`config.mk`:
```
export PLATFORM = sky130hd
export DESIGN_NAME = audio_dac_sd
export DESIGN_NICKNAME = d
export VERILOG_FILES = /design/src/rtl/audio_dac_sd.sv
export SDC_FILE = /design/constraint.sdc
export NUM_CORES = 1
export LEC_CHECK = 0
export ABC_AREA = 1
export BUFFER_PORTS_ARGS = -buffer_cell sky130_fd_sc_hd__buf_2
export CAP_MARGIN = 20
export CORE_MARGIN = 2
export CORE_UTILIZATION = 45
export CTS_CLUSTER_SIZE = 20
export DETAILED_ROUTE_END_ITERATION = 16
export GPL_ROUTABILITY_DRIVEN = 0
export MAX_ROUTING_LAYER = met4
export REMOVE_ABC_BUFFERS = 1
export SLEW_MARGIN = 25
export SYNTH_ARGS = -nofsm -noshare
export SYNTH_HDL_FRONTEND = slang
export SYNTH_SLANG_ARGS = --single-unit
```
`constraint.sdc`:
```
create_clock -name CLK -period 4.1 [get_ports CLK]
set_input_delay 0.82 -clock CLK [delete_from_list [all_inputs] [get_ports CLK]]
set_output_delay 0.82 -clock CLK [all_outputs]
set_load 0.005 [all_outputs]
```
`src/rtl/audio_dac_sd.sv`:
```
// First-order sigma-delta audio DAC.
// A 16-bit signed sample is taken through a one-deep holding register. On each
// divider tick it is rounded and saturated to BIT_WIDTH bits, then converted to
// offset binary to form the active code. The accumulator carry is the
// one-bit output stream.
module audio_dac_sd #(
  parameter int BIT_WIDTH = 10,
  parameter int FREQ_DIV  = 5
) (
  input  logic        CLK,
  input  logic        RESET_n,
  input  logic        ENABLE,
  input  logic [15:0] SAMPLE,
  input  logic        SAMPLE_VALID,
  output logic        SAMPLE_READY,
  output logic        DAC_OUT,
  output logic        CLIP
);

  localparam int SHIFT = 16 - BIT_WIDTH;
  localparam logic signed [16:0] ROUND  = 17'(1 << (15 - BIT_WIDTH));
  localparam logic signed [16:0] LIM_HI = 17'((1 << (BIT_WIDTH - 1)) - 1);
  localparam logic signed [16:0] LIM_LO = ~LIM_HI;
  localparam logic [BIT_WIDTH-1:0] SAT_HI = {1'b0, {(BIT_WIDTH-1){1'b1}}};
  localparam logic [BIT_WIDTH-1:0] SAT_LO = {1'b1, {(BIT_WIDTH-1){1'b0}}};
  localparam logic [BIT_WIDTH-1:0] MID    = {1'b1, {(BIT_WIDTH-1){1'b0}}};
  localparam logic [7:0] DIV_LAST = 8'(FREQ_DIV - 1);

  logic [7:0]           cnt_q, cnt_d;
  logic                 full_q, full_d;
  logic [15:0]          hold_q, hold_d;
  logic [BIT_WIDTH-1:0] code_q, code_d;
  logic [BIT_WIDTH:0]   acc_q, acc_d;
  logic                 dac_q, dac_d;
  logic                 clip_q, clip_d;

  logic                 tick;
  logic                 transfer;
  logic                 load;
  logic signed [16:0]   sum17;
  logic signed [16:0]   shifted;
  logic [BIT_WIDTH-1:0] sat;
  logic                 sat_hit;
  logic [BIT_WIDTH-1:0] q_code;

  assign tick         = (cnt_q == DIV_LAST);
  assign SAMPLE_READY = !ENABLE || !full_q || tick;
  assign transfer     = ENABLE && SAMPLE_VALID && SAMPLE_READY;
  assign load         = ENABLE && tick && full_q;
  assign DAC_OUT      = dac_q;
  assign CLIP         = clip_q;

  // Round-to-nearest, arithmetic shift, saturate, then flip MSB to offset binary.
  always_comb begin
    sum17   = $signed({hold_q[15], hold_q}) + ROUND;
    shifted = sum17 >>> SHIFT;
    sat     = shifted[BIT_WIDTH-1:0];
    sat_hit = 1'b0;
    if (shifted > LIM_HI) begin
      sat     = SAT_HI;
      sat_hit = 1'b1;
    end else if (shifted < LIM_LO) begin
      sat     = SAT_LO;
      sat_hit = 1'b1;
    end
    q_code = {~sat[BIT_WIDTH-1], sat[BIT_WIDTH-2:0]};
  end

  // Next-state: divider, holding register handshake, code load/mute, modulator.
  always_comb begin
    cnt_d  = tick ? 8'd0 : cnt_q + 8'd1;
    full_d = full_q;
    hold_d = hold_q;
    code_d = code_q;
    acc_d  = acc_q;
    dac_d  = dac_q;
    clip_d = 1'b0;
    if (!ENABLE) begin
      // Muted: offered samples are swallowed and the output settles to midscale.
      full_d = 1'b0;
      if (tick) code_d = MID;
    end else begin
      if (load) begin
        code_d = q_code;
        full_d = 1'b0;
        clip_d = sat_hit;
      end
      // A transfer on the load tick refills the holding register immediately.
      if (transfer) begin
        hold_d = SAMPLE;
        full_d = 1'b1;
      end
    end
    // The modulator integrates the code that was active before this tick.
    if (tick) begin
      acc_d = {1'b0, acc_q[BIT_WIDTH-1:0]} + {1'b0, code_q};
      dac_d = acc_d[BIT_WIDTH];
    end
  end

  // State registers with synchronous active-low reset.
  always_ff @(posedge CLK) begin
    if (!RESET_n) begin
      cnt_q  <= 8'd0;
      full_q <= 1'b0;
      hold_q <= 16'd0;
      code_q <= MID;
      acc_q  <= '0;
      dac_q  <= 1'b0;
      clip_q <= 1'b0;
    end else begin
      cnt_q  <= cnt_d;
      full_q <= full_d;
      hold_q <= hold_d;
      code_q <= code_d;
      acc_q  <= acc_d;
      dac_q  <= dac_d;
      clip_q <= clip_d;
    end
  end

endmodule

```
Word-level counts from Yosys, hierarchy flattened

Cells that the tools add are included.

Register bits after elaboration: 47
Bits in latches: 0
Bits in writable memories: 0
Memory bits (read-only): 0
Output and inout bits: 3
Memories kept: 0

Add/sub/neg operators: 3
Multiply operators: 0
Div/mod/pow operators: 0
Magnitude comparators: 2
Eq/ne operators: 2
Shift operators: 0
Muxes and demuxes: 9
Bitwise gates (word level): 2
Reduce and logical (&&, ||, !) cells: 15

Operators by type and width:

| operator              | number |
|---|---|
| $mux 10               | 5 |
| $add 16x7->17 const B | 1 |
| $add 10x10->11        | 1 |
| $gt 11x10->1 const B  | 1 |
| $lt 11x10->1 const B  | 1 |
| $add 8x1->8 const B   | 1 |
| $eq 8x3->1 const B    | 1 |
| $reduce_and 2->1      | 3 |
| $logic_and 1x1->1     | 4 |
| $mux 1                | 4 |
| $reduce_bool 2->1     | 2 |
| $reduce_and 3->1      | 1 |
| $logic_not 1->1       | 2 |
| $logic_or 1x1->1      | 2 |
| $ne 2x1->1 const B    | 1 |
| $not 1->1             | 2 |
| $reduce_or 2->1       | 1 |

Depth between registers and ports, before layout

Gate-level depths: netlist of the first run.

Depth in word-level cells: 7
Gate-level depth with buffers: 12
Gate-level depth less buffers: 12

Worst setup path before layout of the first run

Ideal clock, no wire load.

Path type: input to output
Start: input port ENABLE
End: output port SAMPLE_READY
Data arrival time: 1053 ps
Slack: 2227 ps
Stages: 3
Cells stage by stage: nand2_1 inv_1 nand2_4

Longest elaborated chain between the ends: 3

RTL lines:

| what                           | RTL line | source |
|---|---|---|
| start: declaration             | 12       | `input logic ENABLE,` |
| $logic_not 1->1                | -        |  |
| $logic_or 1x1->1 (2 in series) | 47       | `assign SAMPLE_READY = !ENABLE \|\| !full_q \|\| tick;` |
| end: declaration               | 15       | `output logic SAMPLE_READY,` |

No other way between the ends.

Final worst setup path of the first run

Start: register cnt_q[0]
End: output port SAMPLE_READY

Longest elaborated chain between the ends: 2

RTL lines:

| what                     | RTL line | source |
|---|---|---|
| start: declaration       | 29       | `logic [7:0] cnt_q, cnt_d;` |
| start signal: assignment | 112      | `cnt_q <= cnt_d;` |
| $eq 8x3->1               | 46       | `assign tick = (cnt_q == DIV_LAST);` |
| $logic_or 1x1->1         | 47       |  |

No other way between the ends.

==> results_dict.tcl, run 1 <==
set metrics [dict create \
    hold_path.class "reg2reg" \
    diodes 0 \
    fin_area_sq_mm 0.00262 \
    reg2reg_from "cnt_q[0]" \
    p_sw_w 0.000196 \
    die_y_microns 76.4 \
    power.internal_w 0.000641 \
    fmax_mhz 386 \
    final.setup.tns_ns 0 \
    nets 384 \
    post-cts-setup-buffers 0 \
    crit_fanout 11 \
    core_sq_mm 0.00507 \
    firstDrtPassIters 4 \
    cts_buffers 5 \
    relSlewSlack_pct 61.3 \
    dp_cells 413 \
    synth_cells 330 \
    critPathKind "reg2out" \
    min-delay-start "acc_q[4]" \
    drt_iter0_drc 109 \
    min_period_ns 2.59 \
    p_clk_share_pct 40.1 \
    grt_max_degree 19 \
    io_pins 23 \
    ys_types 35 \
    root_buffer "clkbuf_8" \
    cp.required_ns 3.28 \
    netSwitchingFraction_pct 23.4 \
    setup_viol 0 \
    crit_cells 7 \
    dieArea_sq_mm 0.00584 \
    ctsResizeCount 0 \
    reg2reg_depth 7 \
    std_cell_rows 26 \
    ys_async_sr_fraction_pct 0 \
    yosys-top-cells-count "nand2_1 (93), dfxtp_1 (42), inv_1 (37)" \
    placed_area_sq_mm 0.00250 \
    finalClockSkew_ns 0.00894 \
    post-route-period-util_pct 63.3 \
    port_buffers 17 \
    synthTopCellsByArea "dfxtp_1 (36%), nand2_1 (15%), ha_1 (6.9%)" \
    antenna_left 0 \
    drive_gt1_share_pct 14.0 \
    p_per_area_mw_per_mm2 320 \
    startpoint_type "flip-flop" \
    clock-sinks 42 \
    arrival_ns 1.77 \
    outcome "finished, final reports clean" \
    tightest_slew_ns 0.580 \
    antenna_found_initial 0 \
    pre_cts_ws_ns 1.80 \
    cap_violations 0 \
    yosys_register_bits 42 \
    rsz0062_at_grt "no" \
    grt_first_pass_wirelength_microns 8380 \
    overflow 0 \
    route.detailed.drc 0 \
    min_path_cells 2 \
    clkLatencyLatePin_ns 0.29 \
    postCtsHoldBufs 0 \
    cts_tree "done" \
    grt_pass1_vias 1969 \
    yosysTopAreaCell "dfxtp_1" \
    max_stage_delay_ns 0.48 \
    power_frac_comb_pct 8.3 \
    power.share.sequential_pct 51.6 \
    syn_avg_cell_area_sq_um 7.15 \
    p_total_w 0.000837 \
    synth_ff_type "dfxtp_1" \
    yosysMostFrequentCell "nand2_1" \
    final-hold-violation-count 0 \
    wl_per_cell_microns 11.1 \
    syn_to_final_growth_pct 10.8 \
    syn-cell-area_sq_mm 0.00236 \
    vias 2078 \
    drv_slew 0 \
    synth_top_area_share_pct 35.6 \
    layout_setup_ws_ns 1.51 \
    rrSetupSlack_ns 2.19 \
    ir_drop_mv 0.202 \
    holdPathEnd "acc_q[4]" \
    clock_path_buffers 2 \
    initial_core_util_pct 46.5 \
    path_clk_slew_ns 0.08 \
    crit_slowest_cell "nor2_2" \
    wl_microns 4650 \
    cpLargestDelayFamily "simple AND/OR/NAND/NOR gates" \
    path_cells "inv_1 -> ha_1 -> nand3_1 -> nor2_2 -> inv_2 -> nand2_4 -> buf_2" \
    synth_edf_count 0 \
    hpwl_microns 3660 \
    h-tree-depth 2 \
    p_leak_nw 1.16 \
    yosys_warnings 0 \
    yosysSeqAreaShare_pct 35.6 \
    crit_path_end_kind "primary output" \
    fillCellCount 534 \
    die-width_microns 76.4 \
    worst-path-buf-inv 3 \
    via_per_inst 4.95 \
    stdcell_count 420 \
    track_usage_pct 18.2 \
    r2r_end "CLIP" \
]
## kinds of logic (layout without fill, tap and decap cells)
group	Yosys count	after routing	share of synthesized area, %
AOI/OAI and AO/OA	59	59	14.9
xor gates and xnor gates	8	8	2.97
DFF	42	42	35.6
and+or+nand+nor	163	163	31.1
adders and majority gates	14	14	7.74
buffers and inverters	44	64	7.64
## power by group through the flow
stage	Combinational (W)	Sequential (W)	Clock, W
floorplan	0.0000504	0.000439	0
global placement	0.0000695	0.000442	0
detailed placement	0.0000704	0.000442	0
CTS	0.0000705	0.000432	0.000350
global route	0.0000811	0.000434	0.000361
finish	0.0000693	0.000432	0.000336
## layer usage
metal	GRT usage, %	wire length [microns]	up-vias
li1	-	-	1115
met1	23.1	2350	913
met2	28.3	2020	41
met3	3.20	179	9
met4	8.18	96	0
met5	-	0	-
## layout make-up
type	instances	area [sq um]	area share (%)
clock buffer	6	82.6	3.16
timing repair buffer	17	85.1	3.25
sequential	42	841	32.2
multi-input combinational	244	1340	51.2
tap	70	87.6	3.35
clock inverter	1	30.0	1.15
inverter	40	150	5.74
## registers in the layout, summed over array words and instances, names as in the netlist
name and count:
code_q 10, full_q 1, acc_q 10, cnt_q 8
hold_q 11, CLIP 1, DAC_OUT 1
## worst reg2reg max path: stages, from the launching register on
cell and delay [ns]:
dfxtp_1 0.35, inv_1 0.07, ha_1 0.14, nand3_1 0.09, nor2_2 0.48, nand2_2 0.28, nor2_1 0.25, a21boi_2 0.19
## how the worst max path moves through the flow
| stage | from | end | slack (ns) |
|---|---|---|---|
| 2_1_floorplan | cnt_q[0] | SAMPLE_READY | 2.13 |
| 3_3_place_gp | cnt_q[0] | SAMPLE_READY | 1.81 |
| 3_5_place_dp | cnt_q[0] | SAMPLE_READY | 1.80 |
| 4_1_cts | cnt_q[0] | SAMPLE_READY | 1.46 |
| 5_1_grt | cnt_q[0] | SAMPLE_READY | 1.36 |
| 6_report | cnt_q[0] | SAMPLE_READY | 1.51 |
## layout by cell type, fill, tap and decap left out, types with 2 or more instances in the layout
master / Yosys / routed
a21oi_1: 25 / 25
a21oi_2: 5 / 5
buf_2: 0 / 17
clkbuf_8: 0 / 6
dfxtp_1: 42 / 42
ha_1: 13 / 13
inv_1: 37 / 37
inv_2: 3 / 3
nand2_1: 93 / 93
nand2_2: 5 / 5
nand2_4: 2 / 2
nand3_1: 22 / 22
nand4_1: 6 / 6
nor2_1: 22 / 22
nor2_2: 4 / 4
nor2_4: 2 / 2
nor3_1: 3 / 3
nor3b_1: 2 / 2
o21ai_0: 15 / 15
o21ai_1: 2 / 2
o21bai_1: 2 / 2
o22ai_1: 2 / 2
xnor2_1: 2 / 2
xor2_1: 6 / 6
## stage by stage
stage                     util [%]  hold WS [ns]
final                         51.5         0.463
after global routing          51.5         0.489
after CTS                     51.5         0.466
after detailed placement      49.3         0.452
after global placement        49.3         0.443
after floorplan                  -         0.430
Power figures use the tool's default switching activity.
==> run 2: changes to the inputs <==
- clock period: 4.1 -> 2.6 ns (I/O delays scaled with it)
==> results_dict.tcl, run 2 (same netlist as run 1, synthesis figures left out) <==
set metrics [dict create \
    min_period_ns 2.09 \
    fillCellCount 534 \
    overflow 0 \
    clkLatencyLatePin_ns 0.28 \
    top_register "hold_q" \
    setup_viol 0 \
    path_cells "inv_1 -> ha_1 -> nand3_1 -> nor2_2 -> inv_2 -> nand2_4 -> buf_2" \
    grt_max_degree 19 \
    grt_pass1_vias 1908 \
    fmax_mhz 478 \
    std_cell_rows 26 \
    hpwl_microns 3720 \
    clock-sinks 42 \
    track_usage_pct 18.4 \
    h-tree-depth 2 \
    firstDrtPassIters 4 \
    r2r_end "DAC_OUT" \
    core_sq_mm 0.00507 \
    critPathKind "reg2out" \
    crit_path_end_kind "primary output" \
    tightest_slew_ns 0.572 \
    cp.required_ns 2.08 \
    rsz0062_at_grt "no" \
    ctsResizeCount 0 \
    clock_path_buffers 2 \
    die_y_microns 76.4 \
    final-hold-violation-count 0 \
    drv_slew 0 \
    pre_cts_ws_ns 0.757 \
    hold_slack_ns 0.458 \
    wl_per_cell_microns 11.3 \
    drive_gt1_share_pct 13.7 \
    final_common_cell "nand2_1" \
    startpoint_type "flip-flop" \
    cts_tree "done" \
    port_buffers 17 \
    syn_to_final_growth_pct 9.60 \
    nets 385 \
    worstSetupEndpoint "SAMPLE_READY" \
    reg2reg_depth 12 \
    crit_slowest_cell "dfxtp_1" \
    cap_violations 0 \
    max_stage_delay_ns 0.35 \
    die-width_microns 76.4 \
    diodes 0 \
    dieArea_sq_mm 0.00584 \
    layout_setup_ws_ns 0.508 \
    crit_fanout 7 \
    hold_path.class "reg2reg" \
    reg2reg_from "code_q[0]" \
    initial_core_util_pct 46.5 \
    most-common-layout-cells "nand2_1 (93), dfxtp_1 (42), inv_1 (37)" \
    grt_first_pass_wirelength_microns 8540 \
    crit_start "cnt_q[0]" \
    postCtsHoldBufs 0 \
    io_pins 23 \
    final.setup.tns_ns 0 \
    finalClockSkew_ns 0.00575 \
    ir_drop_mv 0.232 \
    p_per_area_mw_per_mm2 459 \
    wl_microns 4750 \
    vias 2068 \
    path_clk_slew_ns 0.07 \
    cts_buffers 5 \
    antenna_left 0 \
    rrSetupSlack_ns 0.71 \
    via_per_inst 4.91 \
    route.detailed.drc 0 \
    post-cts-setup-buffers 0 \
    relSlewSlack_pct 61.8 \
    antenna_found_initial 0 \
    outcome "finished, final reports clean" \
    reg.largest.list "hold_q (11), acc_q (10), code_q (10)" \
    post-route-period-util_pct 80.5 \
    p_leak_nw 1.15 \
    drt_iter0_drc 97 \
    largest_reg_flops 11 \
    root_buffer "clkbuf_8" \
    arrival_ns 1.57 \
]
## run 2: how the worst min path moves through the flow
stage,start,endpoint,slack (ns),cells after the start
2_1_floorplan,acc_q[7],acc_q[7],0.43,2
3_3_place_gp,acc_q[4],acc_q[4],0.44,2
3_5_place_dp,acc_q[7],acc_q[7],0.45,2
4_1_cts,acc_q[7],acc_q[7],0.46,2
5_1_grt,cnt_q[3],cnt_q[3],0.49,2
6_report,acc_q[7],acc_q[7],0.46,2
## run 2: power breakdown
group	internal [W]	switching, W	total [W]	leakage (nW)
combinational	0.0000424	0.0000691	0.000112	0.772
sequential	0.000662	0.0000203	0.000682	0.341
clock	0.000185	0.000207	0.000392	0.0383
## run 2: stage by stage
stage | power [W] | cells | cell area (sq um) | util, %
final | 0.00119 | 421 | 2590 | 51.0
after global routing | 0.00126 | 421 | 2590 | 51.0
after CTS | 0.00120 | 421 | 2590 | 51.0
after detailed placement | 0.000810 | 414 | 2510 | 49.5
after global placement | 0.000808 | 414 | 2510 | 49.5
after floorplan | 0.000772 | 326 | 2330 | -
## run 2: critical path: cells and delay by family, from the launching register on
family	cells	cell delay, ns
buffers and inverters	3	0.29
adders and majority gates	1	0.15
and+or+nand+nor	3	0.50
DFF	1	0.35
## run 2: cell type report
cell class / count / area, sq um / area share [%]
clock buffer: 7 / 76.3 / 2.95
inverter: 40 / 150 / 5.81
multi-input combinational: 244 / 1340 / 51.8
sequential: 42 / 841 / 32.5
tap: 70 / 87.6 / 3.39
timing repair buffer: 18 / 92.6 / 3.58
## run 2: metal layers
layer  share of wire [%]  wire [microns]  global-route usage, %  vias to the layer above
li1                    -               -                      -                     1121
met1                  51            2420                   24.3                      909
met2                  44            2070                   29.1                       33
met3                 4.5             212                   3.20                        5
met4                0.91              43                   5.09                        0
met5                   0               0                      -                        -
==> run 3: changes to the inputs <==
- clock period: 2.6 -> 2.2 ns (I/O delays scaled with it)
==> results_dict.tcl, run 3 (same netlist as run 1, synthesis figures left out) <==
set metrics [dict create \
    outcome "finished, final reports clean" \
    post-route-period-util_pct 90.1 \
    overflow 0 \
    reg.largest.list "hold_q (11), acc_q (10), code_q (10)" \
    p_leak_nw 1.17 \
    clock-sinks 42 \
    holdPathEnd "hold_q[13]" \
    power.internal_w 0.00109 \
    path_clk_slew_ns 0.08 \
    io_pins 23 \
    r2r_end "DAC_OUT" \
    vias 2092 \
    fmax_mhz 505 \
    worst-path-buf-inv 3 \
    p_clk_share_pct 36.2 \
    final-hold-violation-count 0 \
    cts_tree "done" \
    crit_slowest_cell "dfxtp_1" \
    startpoint_type "flip-flop" \
    p_sw_w 0.000386 \
    via_per_inst 4.95 \
    die-width_microns 76.4 \
    initial_core_util_pct 46.5 \
    largest_reg_flops 11 \
    relSlewSlack_pct 78.1 \
    h-tree-depth 2 \
    final.setup.tns_ns 0 \
    layout_setup_ws_ns 0.218 \
    pre_cts_ws_ns 0.352 \
    stdcell_count 423 \
    drive_gt1_share_pct 14.7 \
    cpLargestDelayFamily "simple AND/OR/NAND/NOR gates" \
    setup_viol 0 \
    min_path_cells 3 \
    final_common_cell "nand2_1" \
    syn_to_final_growth_pct 10.7 \
    post-route-util_pct 51.5 \
    cap_violations 0 \
    std_cell_rows 26 \
    port_buffers 17 \
    grt_pass1_vias 1885 \
    antenna_found_initial 0 \
    root_buffer "clkbuf_8" \
    post-cts-setup-buffers 0 \
    top_register "hold_q" \
    nets 386 \
    wl_microns 4820 \
    crit_fanout 7 \
    hold_slack_ns 0.405 \
    max_stage_delay_ns 0.35 \
    p_per_area_mw_per_mm2 564 \
    firstDrtPassIters 4 \
    drt_iter0_drc 107 \
    rrSetupSlack_ns 0.32 \
    multi_input_area_sq_mm 0.00134 \
    ctsResizeCount 0 \
    netSwitchingFraction_pct 26.2 \
    min-delay-start "SAMPLE[13]" \
    grt_max_degree 19 \
    fillCellCount 545 \
    cp.required_ns 1.76 \
    clock_path_buffers 2 \
    ir_drop_mv 0.303 \
    wl_per_cell_microns 11.4 \
    dp_cells 415 \
    seq_area_sq_um 841 \
    finalClockSkew_ns 0.00721 \
    tightest_slew_ns 0.329 \
    power.share.sequential_pct 54.8 \
    hold_path.class "in2reg" \
    die_y_microns 76.4 \
    antenna_left 0 \
    clkLatencyLatePin_ns 0.30 \
    cts_buffers 5 \
    route.detailed.drc 0 \
    min_period_ns 1.98 \
    core_sq_mm 0.00507 \
    arrival_ns 1.54 \
    rsz0062_at_grt "no" \
    track_usage_pct 19.2 \
    power_frac_comb_pct 9.0 \
    crit_path_end_kind "primary output" \
    diodes 0 \
    postCtsHoldBufs 0 \
    most-common-layout-cells "nand2_1 (93), dfxtp_1 (42), inv_1 (37)" \
    path_cells "inv_1 -> ha_1 -> nand3_1 -> nor2_2 -> inv_2 -> nand2_4 -> buf_2" \
    hpwl_microns 3830 \
    dieArea_sq_mm 0.00584 \
    reg2reg_depth 12 \
    critPathKind "reg2out" \
    drv_slew 0 \
    reg2reg_from "code_q[0]" \
    grt_first_pass_wirelength_microns 8660 \
]
## run 3: power groups by stage
stage | Combinational, W | Sequential, W | Clock, W
finish | 0.000133 | 0.000806 | 0.000534
global route | 0.000155 | 0.000810 | 0.000587
CTS | 0.000135 | 0.000806 | 0.000558
detailed placement | 0.000134 | 0.000824 | 0
global placement | 0.000132 | 0.000824 | 0
floorplan | 0.0000939 | 0.000818 | 0
## run 3: worst register-to-register path: cells and delay by family (launching register included)
family	cells	cell delay, ns
AOI/OAI and AO/OA	1	0.11
adders and majority gates	2	0.63
buffers and inverters	2	0.14
DFF	1	0.35
and+or+nand+nor	7	0.58
## run 3: cell type report
type | instances | area share (%)
Clock buffer | 6 | 3.16
Timing Repair Buffer | 19 | 3.83
Clock inverter | 2 | 0.479
Multi-Input combinational cell | 244 | 51.2
Tap cell | 70 | 3.35
Inverter | 40 | 5.75
Sequential cell | 42 | 32.2
## run 3: how the worst max path moves through the flow
stage / startpoint / to / slack [ns] / cells after the start
after CTS: cnt_q[0] / SAMPLE_READY / 0.17 / 7
after detailed placement: code_q[0] / DAC_OUT / 0.35 / 12
after global placement: code_q[0] / DAC_OUT / 0.37 / 12
after global routing: cnt_q[0] / SAMPLE_READY / 0.11 / 7
final: cnt_q[0] / SAMPLE_READY / 0.22 / 7
after floorplan: code_q[0] / DAC_OUT / 0.60 / 12
## run 3: per-stage QoR
| stage | cell area (sq um) | total power, W |
|---|---|---|
| floorplan | 2330 | 0.000912 |
| global placement | 2520 | 0.000956 |
| detailed placement | 2520 | 0.000958 |
| CTS | 2610 | 0.00150 |
| global route | 2610 | 0.00155 |
| finish | 2610 | 0.00147 |
## run 3: layer usage
layer / vias up / track usage [%] / routed length (microns)
met5: - / - / 0
met4: 0 / 6.55 / 40
met3: 4 / 4.74 / 193
met2: 31 / 28.2 / 2140
met1: 933 / 25.7 / 2440
li1: 1124 / - / -
